[src/rtl/fifo_burst_reader.sv]
// Read-side burst master: pops BURST_LEN words from a FIFO with 1-cycle read latency and
// presents them on a valid/ready stream through a 2-entry skid buffer, marking the last word.
module fifo_burst_reader #(
  parameter int DBits     = 8,
  parameter int BURST_LEN = 4,
  parameter int CNT_W     = 16
) (
  input  logic             clk,
  input  logic             areset,
  input  logic             fifo_empty,
  output logic             fifo_rd_en,
  input  logic [DBits-1:0] fifo_rd_data,
  input  logic             start,
  output logic             busy,
  output logic [DBits-1:0] out_data,
  output logic             out_valid,
  input  logic             out_ready,
  output logic             out_last,
  output logic             done,
  output logic [CNT_W-1:0] words_sent
);

  localparam int BW = $clog2(BURST_LEN + 1);

  typedef enum logic [1:0] {IDLE, RUN, DONE} state_t;

  state_t           state, state_nxt;
  logic [DBits-1:0] buf0, buf1;
  logic [1:0]       occ;
  logic             inflight;
  logic [BW-1:0]    issued, sent;
  logic             xfer;
  logic [2:0]       level;

  // Stream handshake: a word moves on every edge where out_valid and out_ready are both high;
  // once out_valid rises, out_data/out_last hold until that transfer happens.
  assign out_valid = (occ != 2'd0);
  assign out_data  = buf0;
  assign out_last  = out_valid && (sent == BW'(BURST_LEN - 1));
  assign xfer      = out_valid && out_ready;

  // Slots committed after this edge; the word being accepted now frees its slot.
  assign level = {1'b0, occ} + {2'b00, inflight} - {2'b00, xfer};

  assign fifo_rd_en = (state == RUN) && !fifo_empty &&
                      (issued < BW'(BURST_LEN)) && (level < 3'd2);

  always_comb begin
    state_nxt = state;
    busy      = 1'b0;
    done      = 1'b0;
    case (state)
      IDLE: if (start) state_nxt = RUN;
      RUN: begin
        busy = 1'b1;
        if (xfer && out_last) state_nxt = DONE;
      end
      DONE: begin
        done      = 1'b1;
        state_nxt = IDLE;
      end
      default: state_nxt = IDLE;
    endcase
  end

  always_ff @(posedge clk) begin
    if (areset) begin
      state      <= IDLE;
      occ        <= 2'd0;
      inflight   <= 1'b0;
      issued     <= '0;
      sent       <= '0;
      words_sent <= '0;
      buf0       <= '0;
      buf1       <= '0;
    end else begin
      state    <= state_nxt;
      inflight <= fifo_rd_en;
      if (xfer) words_sent <= words_sent + 1'b1;

      if (state == IDLE && start) begin
        issued <= '0;
        sent   <= '0;
      end else begin
        if (fifo_rd_en) issued <= issued + 1'b1;
        if (xfer)       sent   <= sent + 1'b1;
      end

      // Skid buffer: buf0 is the head, buf1 holds a second word while the head is stalled.
      case ({inflight, xfer})
        2'b10: begin
          if (occ == 2'd0) buf0 <= fifo_rd_data;
          else             buf1 <= fifo_rd_data;
          occ <= occ + 2'd1;
        end
        2'b01: begin
          buf0 <= buf1;
          occ  <= occ - 2'd1;
        end
        2'b11: begin
          if (occ == 2'd1) begin
            buf0 <= fifo_rd_data;
          end else begin
            buf0 <= buf1;
            buf1 <= fifo_rd_data;
          end
        end
        default: ;
      endcase
    end
  end

endmodule

[config.mk]
export PLATFORM = sky130hd
export DESIGN_NAME = fifo_burst_reader
export DESIGN_NICKNAME = d
export VERILOG_FILES = /design/src/rtl/fifo_burst_reader.sv
export SDC_FILE = /design/constraint.sdc
export NUM_CORES = 1
export LEC_CHECK = 0
export CORE_MARGIN = 8
export CORE_UTILIZATION = 45
export DETAILED_ROUTE_END_ITERATION = 10
export GPL_ROUTABILITY_DRIVEN = 1
export GPL_TIMING_DRIVEN = 1
export PLACE_DENSITY = 0.81
export SYNTH_ARGS = -nofsm -noshare
export SYNTH_HDL_FRONTEND = slang
export SYNTH_SLANG_ARGS = --single-unit
[constraint.sdc]
create_clock -name clk -period 7.9 [get_ports clk]
set_input_delay 1.58 -clock clk [delete_from_list [all_inputs] [get_ports clk]]
set_output_delay 1.58 -clock clk [all_outputs]
set_load 0.03 [all_outputs]
==> reports/qor.csv, run 1 <==
stage,metric,value,unit
detailed_routing,drt_wl_total,4020,µm
logic_synthesis,synth_top_area_share,43.9,%
sta,fin_crit_sh,78.8,%
sta,hold_violations,0,
sta,fin_tns_setup,0,ns
cts,cts.hold.buffers_added,0,
grt,grt_pass1_wl,6620,µm
sta,drv_slew,0,
detailed_routing,drt_iter0_drc,62,
grt,grt_pass1_vias,1504,
logic_synthesis,synth_area,1960,µm²
sta,worstMarginPinSlew,0.605,ns
critical_path,crit_arrival,4.65,ns
placed_design,hpwlAfterDp,2940,µm
power,finalPower,693,µW
logic_synthesis,syn_avg_cell_area,9.52,µm²
floorplanning,pin_count,42,
detailed_routing,vias,1557,
sta,setup_viol,0,
critical_path,cp_max_fo,13,
critical_path,start_kind,input port,
detailed_routing,detail_route.vias_per_cell,5.19,
sta,finalCriticalPeriod,6.23,ns
critical_path,worstPathCellList,"clkdlybuf4s50_1, nor2b_1, buf_4, ha_1, nand2b_1, fa_1, xor2_1, nor4_4, clkdlybuf4s50_1",
floorplanning,num_rows,24,
placed_design,gp_congestion,0.728,
cts,cts_max_level,2,
detailed_routing,ant_nets,0,
detailed_routing,drc,0,
logic_synthesis,yosysTopAreaCell,dfxtp_1,
sta,clock_skew,0.00212,ns
cts,root_buffer,clkbuf_8,
sta,timing.final.ws_setup,1.67,ns
cts,clk_latency,0.28,ns
logic_synthesis,synth_cells,206,
placed_design,dpl_worst_slack,1.65,ns
sta,rsz0062_at_grt,false,
finish,final_common_cell,dfxtp_1,
sta,fmax,161,MHz
detailed_routing,drt-wirelength-per-cell,13.4,µm
finish,area_growth,26.7,%
sta,holdWs,0.464,ns
cts,clockBufferDepth,2,
critical_path,critical_path_class,input port to primary output,
cts,cts.sinks,43,
critical_path,critPathMaxStageDelay,0.75,ns
power,ir_drop,0.000121,V
critical_path,crit_top_cell,clkdlybuf4s50_1,
finish,seq_area,861,µm²
critical_path,crit_required,6.32,ns
finish,nets,271,
finish,multi_input_area,1010,µm²
floorplanning,dieWidth,82.0,µm
cts,numCtsBuffers,5,
power,power_density,279,nW/µm²
cts,clkTransAtPathRegs,0.08,ns
finish,final_cell_mix,"dfxtp_1, clkdlybuf4s50_1, nor2_1, mux2i_1",
job,maxCapViolations,0,
logic_synthesis,ys_warn_count,0,
grt,antenna_found_initial,0,
grt,grt-ovfl-total,0,
sta,slew-limit-headroom,59.4,%
critical_path,cp-end-kind,primary output,
logic_synthesis,synth-seq-cells,43,
outcome,status,"complete, no violations",
placed_design,io_buffer_count,41,
floorplanning,die_y,82.0,µm
logic_synthesis,ys_seq_area_share,43.9,%
power,p_leak,0.000910,µW
logic_synthesis,synthesis.nets,229,
floorplanning,core_area,4260,µm²
min_path,hp-class,flop to flop,
grt,grt_max_degree,39,
logic_synthesis,synth_area_leaders,"dfxtp_1, nor2_1, ha_1, mux2i_1, xor2_1",
finish,diodes,0,
finish,fillers,390,
detailed_routing,firstDrtPassIters,4,
critical_path,crit_path_top_delay_cell,clkdlybuf4s50_1,
floorplanning,die_area,6720,µm²
floorplanning,start_util,46.0,%
finish,drive_gt1_share,5.65,%
cts,cts_tree,yes,
logic_synthesis,ys_types,38,
grt,grt_use_total,12.4,%
cts,cts_setup_buffers,0,
cts,post_cts_resized,0,
[kinds of logic after synthesis]
family          count (synthesis)  share of synthesized area (%)
fa+ha+maj                      10                           6.76
buf+inv                        16                           4.34
xor+xnor                       16                           7.15
mux                            11                           5.62
compound gates                 33                           11.6
flops                          43                           43.9
simple gates                   77                           20.6
[sequential cells by signal, summed over array words and instances (netlist names)]
| signal | count |
|---|---|
| state | 2 |
| issued | 3 |
| out_data | 8 |
| inflight | 1 |
| sent | 3 |
| buf1 | 8 |
| occ | 2 |
| words_sent | 16 |
[cell usage after synthesis]
library cell	instances
dfxtp_1	43
nor2_1	37
mux2i_1	11
a211oi_1	10
xor2_1	10
ha_1	9
a22oi_1	8
inv_1	8
nand4_1	8
nand2_1	6
xnor2_1	6
a21oi_1	5
nor2b_1	4
nor3_1	4
a21o_1	3
buf_2	3
nand2b_1	3
nand3_1	3
o21ai_0	3
clkbuf_1	2
o31ai_1	2
or4_1	2
and2_1	1
and4_1	1
and4_4	1
and4b_1	1
buf_4	1
buf_6	1
clkbuf_8	1
fa_1	1
nand3_2	1
nand3b_2	1
nor4_1	1
nor4_4	1
o211a_1	1
o21ai_1	1
or3_1	1
or3_2	1
[layout make-up]
class	count	share of cell area [%]
multi-input cells	147	40.9
flip-flops and latches	43	34.7
repair buffers	43	17.1
clock buffers	6	3.32
well taps	52	2.62
inverters	8	1.21
clock inverters	1	0.202
[report_power, final]
group          total, µW  switching, µW  internal [µW]
clock                141           71.9           68.7
combinational        278            160            118
sequential           275           23.6            251
[metrics by stage]
stage / instances / util (%) / instance area, µm²
global route: 300 / 58.2 / 2480
detailed placement: 293 / 56.2 / 2400
global placement: 293 / 56.2 / 2400
finish: 300 / 58.2 / 2480
CTS: 300 / 58.2 / 2480
floorplan: 206 / - / 1960
[worst paths after layout]
path         slack (ns)  cells past startpoint      start         end
max                1.67                      9  out_ready  fifo_rd_en
min                0.46                      1   state[1]    state[0]
max reg2reg        4.95                     11     occ[1]   issued[1]
min reg2reg        0.46                      1   state[1]    state[0]
[layer usage]
layer	vias to the layer above	routed length, µm	track usage, %
li1	803	-	-
met1	715	1880	14.7
met2	37	1900	20.5
met3	2	200	2.84
met4	0	40	6.14
met5	-	0	0
[worst max-delay path, delay by kind of cell]
family	cells	cell delay [ns]
adder cells (fa/ha/maj)	2	0.68
buffers and inverters	3	1.49
AND/OR/NAND/NOR	3	0.72
XOR/XNOR	1	0.17
No activity file was read; power rests on OpenSTA's default activity.
==> run 2: changes to the inputs <==
==> constraint.sdc (replaced) <==
create_clock -name clk -period 6 [get_ports clk]
set_input_delay 1.2 -clock clk [delete_from_list [all_inputs] [get_ports clk]]
set_output_delay 1.2 -clock clk [all_outputs]
set_load 0.03 [all_outputs]
==> reports/qor.csv, run 2 (synthesis gave the netlist of run 1 again) <==
stage,metric,value,unit
finish,top_register,words_sent,
finish,nets,271,
cts,cts.sinks,43,
critical_path,r2r_cells,10,
cts,cts_setup_buffers,0,
grt,grt_pass1_wl,6850,µm
sta,fin_tns_setup,0,ns
finish,layout.cells.non_filler,301,
critical_path,crit_arrival,4.09,ns
detailed_routing,drt-wirelength-per-cell,13.8,µm
detailed_routing,detail_route.vias_per_cell,5.25,
detailed_routing,drc,0,
sta,clock_skew,0.00788,ns
detailed_routing,firstDrtPassIters,4,
detailed_routing,drt_wl_total,4160,µm
critical_path,worstSetupStartpoint,out_ready,
grt,antenna_found_initial,0,
floorplanning,pin_count,42,
cts,clk_latency,0.30,ns
finish,final_common_cell,dfxtp_1,
cts,cts_tree,yes,
sta,hold_violations,0,
outcome,status,"complete, no violations",
power,finalPower,963,µW
sta,fin_crit_sh,88.1,%
finish,largest_reg_flops,16,
floorplanning,dieWidth,82.0,µm
sta,setup_viol,0,
job,maxCapViolations,0,
critical_path,start_kind,input port,
sta,slew-limit-headroom,57.3,%
cts,clockBufferDepth,2,
sta,fmax,189,MHz
sta,drv_slew,0,
grt,grt-ovfl-total,0,
finish,drive_gt1_share,6.02,%
critical_path,r2r_end,issued[1],
critical_path,critPathCapture,fifo_rd_en,
finish,fin_util,58.9,%
placed_design,placed_cell_area,2400,µm²
detailed_routing,vias,1580,
floorplanning,die_y,82.0,µm
critical_path,cp-end-kind,primary output,
floorplanning,die_area,6720,µm²
finish,design_area,2510,µm²
sta,rsz0062_at_grt,false,
grt,grt_max_degree,39,
floorplanning,core_area,4260,µm²
grt,grt_pass1_vias,1457,
sta,finalCriticalPeriod,5.29,ns
cts,post_cts_resized,0,
cts,numCtsBuffers,5,
cts,cts_max_level,2,
power,ir_drop,0.000243,V
finish,area_growth,28.2,%
placed_design,io_buffer_count,41,
min_path,holdPathStages,2,
critical_path,crit_required,4.80,ns
power,power_density,383,nW/µm²
floorplanning,num_rows,24,
grt,grt_use_total,13.0,%
detailed_routing,drt_iter0_drc,88,
placed_design,placed_cells,293,
cts,root_buffer,clkbuf_8,
floorplanning,start_util,46.0,%
cts,cts.hold.buffers_added,0,
sta,worstMarginPinSlew,0.636,ns
placed_design,hpwlAfterDp,2990,µm
min_path,worstHoldStart,issued[2],
finish,diodes,0,
finish,final_cell_mix,"dfxtp_1, clkdlybuf4s50_1, nor2_1, mux2i_1",
critical_path,cp_max_fo,5,
cts,clkTransAtPathRegs,0.07,ns
critical_path,critical_path_class,input port to primary output,
placed_design,gp_congestion,0.754,
critical_path,r2r_slack,3.24,ns
min_path,hp-class,flop to flop,
critical_path,r2r-start,occ[1],
power,p_leak,0.000924,µW
detailed_routing,ant_nets,0,
[run 2: power by group]
group,internal (µW),switching (µW),total (µW)
clock,135,98.3,233
combinational,155,214,369
sequential,331,30.5,361
total,621,343,963
[run 2: layer usage]
metal / vias to the layer above / track usage (%) / part of all wire, %
met5: - / 0 / 0
met4: 0 / 5.26 / 1.6
met3: 5 / 4.05 / 5.2
met2: 32 / 21.2 / 46
met1: 739 / 15.6 / 47
li1: 804 / - / -
[run 2: worst min path at each step]
stage,slack (ns),endpoint
floorplan,0.43,state[0]
global placement,0.44,state[0]
detailed placement,0.45,issued[2]
CTS,0.46,state[0]
global route,0.50,state[0]
finish,0.47,issued[2]
[run 2: through the flow]
step | worst slack, ns | hold WS, ns
floorplan | 1.64 | 0.428
finish | 0.712 | 0.467
global route | 0.539 | 0.502
global placement | 0.805 | 0.445
detailed placement | 0.702 | 0.451
CTS | 0.683 | 0.465
[run 2: layout make-up]
cell class | instances | area, µm²
sequential | 43 | 861
multi-input combinational | 147 | 1010
clock buffer | 6 | 82.6
tap | 52 | 65.1
timing repair buffer | 43 | 425
fill | 380 | 1750
inverter | 8 | 30.0
clock inverter | 2 | 35.0
[run 2: worst max-delay path, cell delays in order]
cell             delay (ns)
clkdlybuf4s50_1        0.52
nor2b_1                0.22
ha_1                   0.31
nand2b_1               0.18
fa_1                   0.38
xor2_1                 0.17
nor4_4                 0.35
clkdlybuf4s50_1        0.75
==> run 3: changes to the inputs <==
--- a/config.mk
+++ b/config.mk
@@ -6,11 +6,11 @@
 export NUM_CORES = 1
 export LEC_CHECK = 0
 export CORE_MARGIN = 8
-export CORE_UTILIZATION = 45
+export CORE_UTILIZATION = 40
 export DETAILED_ROUTE_END_ITERATION = 10
 export GPL_ROUTABILITY_DRIVEN = 1
 export GPL_TIMING_DRIVEN = 1
-export PLACE_DENSITY = 0.81
+export PLACE_DENSITY = 0.74
 export SYNTH_ARGS = -nofsm -noshare
 export SYNTH_HDL_FRONTEND = slang
 export SYNTH_SLANG_ARGS = --single-unit
==> reports/qor.csv, run 3 (synthesis gave the netlist of run 1 again) <==
stage,metric,value,unit
grt,grt_use_total,11.3,%
floorplanning,die_area,7400,µm²
cts,clkTransAtPathRegs,0.08,ns
finish,area_growth,27.4,%
detailed_routing,drt_wl_total,4150,µm
sta,worstMarginPinSlew,0.656,ns
detailed_routing,drt-wirelength-per-cell,13.1,µm
floorplanning,dieWidth,86.0,µm
critical_path,start_kind,input port,
cts,cts_setup_buffers,0,
finish,diodes,0,
detailed_routing,firstDrtPassIters,4,
finish,top_register,words_sent,
detailed_routing,drt_iter0_drc,67,
finish,final_common_cell,dfxtp_1,
cts,clk_latency,0.30,ns
grt,antenna_found_initial,0,
cts,cts_max_level,2,
power,ir_drop,0.000143,V
floorplanning,pin_count,42,
outcome,status,"complete, no violations",
finish,nets,271,
detailed_routing,vias,1574,
floorplanning,num_rows,25,
power,finalPower,908,µW
detailed_routing,ant_nets,0,
cts,post_cts_resized,0,
sta,clock_skew,0.00713,ns
sta,fin_crit_sh,86.9,%
sta,holdWs,0.470,ns
sta,drv_slew,0,
min_path,holdPathStages,1,
sta,hold_violations,0,
grt,grt_max_degree,39,
finish,final_cell_mix,"dfxtp_1, clkdlybuf4s50_1, nor2_1, mux2i_1",
placed_design,hpwlAfterDp,3050,µm
finish,drive_gt1_share,6.02,%
floorplanning,core_area,4720,µm²
cts,cts_tree,yes,
job,maxCapViolations,0,
placed_design,io_buffer_count,41,
critical_path,cp_max_fo,5,
power,power_density,364,nW/µm²
sta,slew-limit-headroom,56.0,%
detailed_routing,detail_route.vias_per_cell,4.98,
finish,largest_reg_flops,16,
grt,grt_pass1_wl,6720,µm
sta,finalCriticalPeriod,5.22,ns
sta,setup_viol,0,
sta,fin_tns_setup,0,ns
critical_path,cp-end-kind,primary output,
cts,cts.hold.buffers_added,0,
critical_path,crit_required,4.80,ns
cts,root_buffer,clkbuf_8,
floorplanning,start_util,41.5,%
critical_path,r2r_cells,10,
cts,cts.sinks,43,
critical_path,r2r_slack,3.30,ns
cts,clockBufferDepth,2,
critical_path,critical_path_class,input port to primary output,
placed_design,gp_congestion,0.805,
power,p_leak,0.000910,µW
cts,numCtsBuffers,5,
detailed_routing,drc,0,
critical_path,crit_arrival,4.02,ns
min_path,hp-class,flop to flop,
sta,fmax,192,MHz
grt,grt_pass1_vias,1449,
grt,grt-ovfl-total,0,
sta,rsz0062_at_grt,false,
floorplanning,die_y,86.0,µm
-- run 3: cell count changes in the layout (fill, tap and decap cells not counted) --
| cell | previous run | this run |
|---|---|---|
| clkinv_2 | 1 | 3 |
| clkbuf_8 | 6 | 5 |
| bufinv_16 | 1 | 0 |
-- run 3: layout make-up --
class,count,area (µm²)
tap,67,83.8
multi-input combinational,147,1010
timing repair buffer,43,425
sequential,43,861
inverter,8,30.0
fill,447,2220
clock buffer,5,68.8
clock inverter,3,15.0
-- run 3: per-layer routing --
metal	wire [µm]	vias up	share of wire, %	track usage (%)
met2	2020	30	49	18.7
met4	79	0	1.9	5.41
met5	0	-	0	0
met3	197	7	4.8	3.92
li1	-	808	-	-
met1	1850	729	45	12.7
-- run 3: where the power goes --
part / leakage (µW) / switching, µW / internal, µW
Sequential: 0.000349 / 30.5 / 331
Combinational: 0.000514 / 214 / 155
Clock: 0.0000477 / 97.6 / 79.7
-- run 3: metrics by stage --
stage	cell area [µm²]	setup WS, ns	instances	utilization, %
6_report	2500	0.785	316	52.9
5_1_grt	2500	0.635	316	52.9
4_1_cts	2500	0.778	316	52.9
3_5_place_dp	2410	0.790	308	51.1
3_3_place_gp	2410	0.819	308	51.1
2_1_floorplan	1960	1.64	206	-
-- run 3: path summary, 6_finish.rpt --
kind | to | start
setup / recovery | fifo_rd_en | out_ready
setup reg to reg | issued[1] | occ[1]
hold / removal | state[0] | state[1]
hold reg to reg | state[0] | state[1]
-- run 3: worst max-delay path, stage by stage --
cell             delay (ns)
clkdlybuf4s50_1        0.51
nor2b_1                0.20
ha_1                   0.30
nand2b_1               0.17
fa_1                   0.38
xor2_1                 0.18
nor4_4                 0.34
clkdlybuf4s50_1        0.74
